<file path="src/rtl/bht_update_queue.sv">
// bht_update_queue: buffers resolved conditional branches from the branch unit
// and drains them one per handshake to the global branch predictor.
// Optional statistics counters are built when BHT_UPDATE_QUEUE_STATS_EN is
// defined; otherwise branch_cnt_o / mispred_cnt_o are tied to zero.
module bht_update_queue #(
  parameter int unsigned VLEN       = 64,
  parameter int unsigned INDEX_BITS = 9,
  parameter int unsigned DEPTH      = 4,
  parameter int unsigned CNT_W      = 16
) (
  input  logic                  clk_i,
  input  logic                  rst_ni,
  input  logic                  flush_bp_i,
  input  logic                  debug_mode_i,
  input  logic                  res_valid_i,
  output logic                  res_ready_o,
  input  logic [VLEN-1:0]       res_pc_i,
  input  logic                  res_taken_i,
  input  logic                  res_pred_taken_i,
  input  logic [INDEX_BITS-1:0] res_index_i,
  output logic                  upd_valid_o,
  input  logic                  upd_ready_i,
  output logic [VLEN-1:0]       upd_pc_o,
  output logic                  upd_taken_o,
  output logic [INDEX_BITS-1:0] upd_index_o,
  output logic                  mispredict_o,
  output logic [CNT_W-1:0]      mispred_cnt_o,
  output logic [CNT_W-1:0]      branch_cnt_o
);

  // Pointers carry one extra MSB so that full and empty are distinguishable.
  localparam int unsigned PTR_W = $clog2(DEPTH) + 1;
  localparam int unsigned AW    = PTR_W - 1;

  logic [PTR_W-1:0]      r_wptr;
  logic [PTR_W-1:0]      r_rptr;
  logic [VLEN-1:0]       r_pc    [DEPTH];
  logic                  r_taken [DEPTH];
  logic [INDEX_BITS-1:0] r_index [DEPTH];
  logic                  r_mispredict;

  logic          w_empty;
  logic          w_full;
  logic          w_pop;
  logic          w_ready;
  logic          w_accept;
  logic          w_train;
  logic          w_push;
  logic          w_mis;
  logic [AW-1:0] w_head;
  logic [AW-1:0] w_tail;

  assign w_empty  = (r_wptr == r_rptr);
  assign w_full   = (r_wptr[AW] != r_rptr[AW]) && (r_wptr[AW-1:0] == r_rptr[AW-1:0]);
  assign w_head   = r_rptr[AW-1:0];
  assign w_tail   = r_wptr[AW-1:0];
  assign w_pop    = !w_empty && upd_ready_i;
  // A full queue still accepts when the head drains in the same cycle.
  assign w_ready  = !w_full || w_pop;
  assign w_accept = res_valid_i && w_ready;
  // Debug-mode branches complete the handshake but never train the predictor.
  assign w_train  = w_accept && !debug_mode_i;
  // A flush discards whatever is accepted alongside it.
  assign w_push   = w_train && !flush_bp_i;
  assign w_mis    = w_train && (res_taken_i != res_pred_taken_i);

  // Read/write pointer update; flush returns both to the origin.
  always_ff @(posedge clk_i or negedge rst_ni) begin
    if (!rst_ni) begin
      r_wptr <= '0;
      r_rptr <= '0;
    end else if (flush_bp_i) begin
      r_wptr <= '0;
      r_rptr <= '0;
    end else begin
      if (w_push) r_wptr <= r_wptr + 1'b1;
      if (w_pop)  r_rptr <= r_rptr + 1'b1;
    end
  end

  // Entry storage; contents are only observed through a valid head so no reset.
  always_ff @(posedge clk_i) begin
    if (w_push) begin
      r_pc[w_tail]    <= res_pc_i;
      r_taken[w_tail] <= res_taken_i;
      r_index[w_tail] <= res_index_i;
    end
  end

  // One-cycle mispredict pulse, independent of queue drain and flush.
  always_ff @(posedge clk_i or negedge rst_ni) begin
    if (!rst_ni) r_mispredict <= 1'b0;
    else         r_mispredict <= w_mis;
  end

  assign res_ready_o  = w_ready;
  assign upd_valid_o  = !w_empty;
  // Head data is gated so outputs read zero while the queue is empty.
  assign upd_pc_o     = w_empty ? '0   : r_pc[w_head];
  assign upd_taken_o  = w_empty ? 1'b0 : r_taken[w_head];
  assign upd_index_o  = w_empty ? '0   : r_index[w_head];
  assign mispredict_o = r_mispredict;

`ifdef BHT_UPDATE_QUEUE_STATS_EN
  function automatic logic [CNT_W-1:0] sat_inc(input logic [CNT_W-1:0] v);
    return (&v) ? v : v + {{(CNT_W-1){1'b0}}, 1'b1};
  endfunction

  logic [CNT_W-1:0] r_branch_cnt;
  logic [CNT_W-1:0] r_mispred_cnt;

  // Saturating statistics; only reset clears them, flush does not.
  always_ff @(posedge clk_i or negedge rst_ni) begin
    if (!rst_ni) begin
      r_branch_cnt  <= '0;
      r_mispred_cnt <= '0;
    end else begin
      if (w_train) r_branch_cnt  <= sat_inc(r_branch_cnt);
      if (w_mis)   r_mispred_cnt <= sat_inc(r_mispred_cnt);
    end
  end

  assign branch_cnt_o  = r_branch_cnt;
  assign mispred_cnt_o = r_mispred_cnt;
`else
  assign branch_cnt_o  = '0;
  assign mispred_cnt_o = '0;
`endif

endmodule

</file>
<file path="config.mk">
export PLATFORM = sky130hd
export DESIGN_NAME = bht_update_queue
export DESIGN_NICKNAME = d
export VERILOG_FILES = /design/src/rtl/bht_update_queue.sv
export SDC_FILE = /design/constraint.sdc
export NUM_CORES = 1
export LEC_CHECK = 0
export ABC_AREA = 1
export CAP_MARGIN = 20
export CORE_UTILIZATION = 49
export CTS_CLUSTER_DIAMETER = 30
export CTS_CLUSTER_SIZE = 16
export DETAILED_ROUTE_END_ITERATION = 6
export GPL_TIMING_DRIVEN = 0
export PLACE_DENSITY = 0.73
export SKIP_CTS_REPAIR_TIMING = 1
export SLEW_MARGIN = 20
export SYNTH_ARGS = -nofsm -noshare
export SYNTH_HDL_FRONTEND = slang
export SYNTH_SLANG_ARGS = --single-unit
export TNS_END_PERCENT = 50
</file>
<file path="constraint.sdc">
create_clock -name clk_i -period 6.1 [get_ports clk_i]
set_input_delay 1.83 -clock clk_i [delete_from_list [all_inputs] [get_ports clk_i]]
set_output_delay 1.83 -clock clk_i [all_outputs]
set_load 0.02 [all_outputs]
</file>
==> flow_metrics.env <==
export IMPL_netlist_area_um2=12190
export IMPL_dp_hpwl_mm=17.42
export IMPL_irDropWorstVdd_v=0.0002401
export IMPL_tightestPinTransition_ns=0.6899
export IMPL_clock_latency_ns=0.54
export IMPL_syn_to_final_growth_pct=32.85
export IMPL_grt_pass1_vias=8074
export IMPL_netSwitchingFraction=0.2439
export IMPL_cellPowerDensity_nw_per_um2=351.3
export IMPL_start_util=0.4999
export IMPL_pwr_share_seq=0.409
export IMPL_drv_slew=0
export IMPL_drv_cap=0
export IMPL_grt_util_all_layers=0.2239
export IMPL_port_buffers=157
export IMPL_finalClockSkew_ns=0.01218
export IMPL_syn_inst=971
export IMPL_grt_max_degree=25
export IMPL_period_needed_ns=5.181
export IMPL_crit_path_max_fanout=10
export IMPL_synth_cell_type_count=20
export IMPL_critical_path_required_ns=4.27
export IMPL_mostFrequentLayoutCells="edfxtp_1 (296), clkdlybuf4s50_1 (157), nor2_1 (151)"
export IMPL_p_int_mw=4.303
export IMPL_final_cells=1587
export IMPL_place_ws_ns=0.9882
export IMPL_io_pin_count=190
export IMPL_power_frac_comb=0.129
export IMPL_clock_sinks=303
export IMPL_run_status="finished clean"
export IMPL_drt_initial_drc_count=621
export IMPL_totalWireLength_mm=28.47
export IMPL_holdCritPathClass="flop to flop"
export IMPL_finalHoldViolations=0
export IMPL_antenna_left=0
export IMPL_utilization=0.6642
export IMPL_fin_ws_ns=0.9191
export IMPL_die_y_um=159.8
export IMPL_fp_dieArea_um2=25520
export IMPL_grt_pass1_wl_mm=43.41
export IMPL_ff2ff_setup_slack_ns=2.91
export IMPL_rsz0062_at_grt="false"
export IMPL_dp_cells=1495
export IMPL_pwr_share_clk=0.462
export IMPL_tritoncts="built"
export IMPL_antenna_found_initial=2
export IMPL_max_freq_ghz=0.1930
export IMPL_core_area_um2=24390
export IMPL_yosys_warnings=0
export IMPL_power_mw=5.691
export IMPL_rows=57
export IMPL_finalSetupViolations=0
export IMPL_yosysSeqAreaShare=0.7433
export IMPL_finalInstanceArea_um2=16200
export IMPL_switchingPower_mw=1.388
export IMPL_syn_area_per_cell_um2=12.56
export IMPL_synth_seq_cells=303
export IMPL_fp_dieW_um=159.8
export IMPL_criticalPathCategory="flop to output pin"
export IMPL_final_nets=1309
export IMPL_grt_ovfl_total=0
export IMPL_drive_above_1_share=0.1196
export IMPL_vias=8237
export IMPL_drc_errors=0
export IMPL_relSlewSlack=0.5400
export IMPL_path_clk_slew_ns=0.05
export IMPL_clk_path_buf_depth=3
export IMPL_p_leak_nw=6.211
export IMPL_gp_congestion=0.7523
export IMPL_cp_end_kind="output pin"
export IMPL_cts_root_buffer="clkbuf_16"
export IMPL_arrival_ns=3.35
export IMPL_layout_commonest_cell="edfxtp_1"
export IMPL_critPathLaunchType="flop"
export IMPL_via_per_inst=5.190
export IMPL_fillers=1768
export IMPL_drtPass1Iterations=6
export IMPL_wire_per_inst_um=17.94
export IMPL_dpl_cell_area_um2=14600
export IMPL_htreeDepth=2
export IMPL_post_route_period_util=0.8493
export IMPL_diodes=0
export IMPL_cts_buffers=50
[final timing paths]
| kind | endpoint | cells after the start | start |
|---|---|---|---|
| max reg2reg | r_pc[0][39] | 10 | r_rptr[0] |
| max in group asynchronous | r_rptr[0] | 1 | rst_ni |
| min in group asynchronous | r_wptr[2] | 1 | rst_ni |
| max | upd_pc_o[42] | 10 | r_rptr[0] |
| min | r_rptr[2] | 2 | r_rptr[2] |
| min reg2reg | r_rptr[2] | 2 | r_rptr[2] |
[worst max-delay path, stage by stage (launching register included)]
cell	delay [ns]
dfrtp_1	0.59
buf_4	0.31
inv_2	0.16
nand2_1	0.07
nand2_1	0.08
nor2_2	0.05
nand2_2	0.25
clkbuf_1	0.44
nand2_1	0.17
inv_1	0.08
clkdlybuf4s50_1	0.60
[area by class of cell]
class                           instances  area (µm²)  area share
Buffer                                 89       496.7     0.03066
Timing Repair Buffer                  169        1849      0.1141
Multi-Input combinational cell        524        2457      0.1517
Clock inverter                         35       306.5     0.01892
Sequential cell                       303        9064      0.5595
Clock buffer                           57        1299     0.08017
Inverter                               86       322.8     0.01993
Tap cell                              324       405.4     0.02502
[synthesized netlist by cell type (all sizes together)]
cell type | count | area [µm²]
clkbuf | 37 | 138.9
dfrtp | 7 | 175.2
xnor2 | 1 | 8.760
nand3 | 7 | 35.03
nor2 | 156 | 588.1
nand2 | 93 | 354.1
conb | 1 | 3.750
inv | 86 | 322.8
buf | 52 | 357.8
o21ai | 148 | 740.7
edfxtp | 296 | 8889
ha | 5 | 62.56
xor2 | 2 | 17.52
o22ai | 74 | 462.9
nand4 | 6 | 37.54
[sequential cells by signal, summed over array words and instances, names as in the netlist]
name / flops
r_taken: 4
r_wptr: 3
r_index: 36
mispredict_o: 1
r_pc: 256
r_rptr: 3
[per-stage QoR]
| stage | hold slack [ns] | TNS (ns) |
|---|---|---|
| after CTS | 0.5739 | 0 |
| after detailed placement | 0.5610 | 0 |
| after floorplan | 0.5269 | 0 |
| after global placement | 0.5465 | -801.97 |
| after global routing | 0.6213 | 0 |
| final | 0.5691 | 0 |
[per-layer routing]
layer | GRT usage | vias to the layer above | part of all wire
met5 | 0 | - | 0.00095
met4 | 0.07692 | 4 | 0.020
met3 | 0.05532 | 52 | 0.089
met2 | 0.3648 | 374 | 0.48
met1 | 0.2942 | 3925 | 0.41
li1 | - | 3882 | -
[power by group through the flow]
stage          logic, mW  registers [mW]  clock network, mW
6_report           0.736            2.33               2.63
4_1_cts            0.739            2.33               2.65
2_1_floorplan      0.391            2.37                  0
5_1_grt            0.796            2.33               2.74
3_3_place_gp       0.719            2.37                  0
3_5_place_dp       0.734            2.37                  0
[cells by family after synthesis]
kind of cell | Yosys count | share of synthesized area
AND/OR/NAND/NOR | 262 | 0.08321
flip-flops | 303 | 0.7433
adder cells (fa/ha/maj) | 5 | 0.005130
other | 1 | 0.0003075
XOR/XNOR | 3 | 0.002155
buffers and inverters | 175 | 0.06721
AO/OA/AOI/OAI | 222 | 0.09871
No activity file was read; power rests on OpenSTA's default activity.
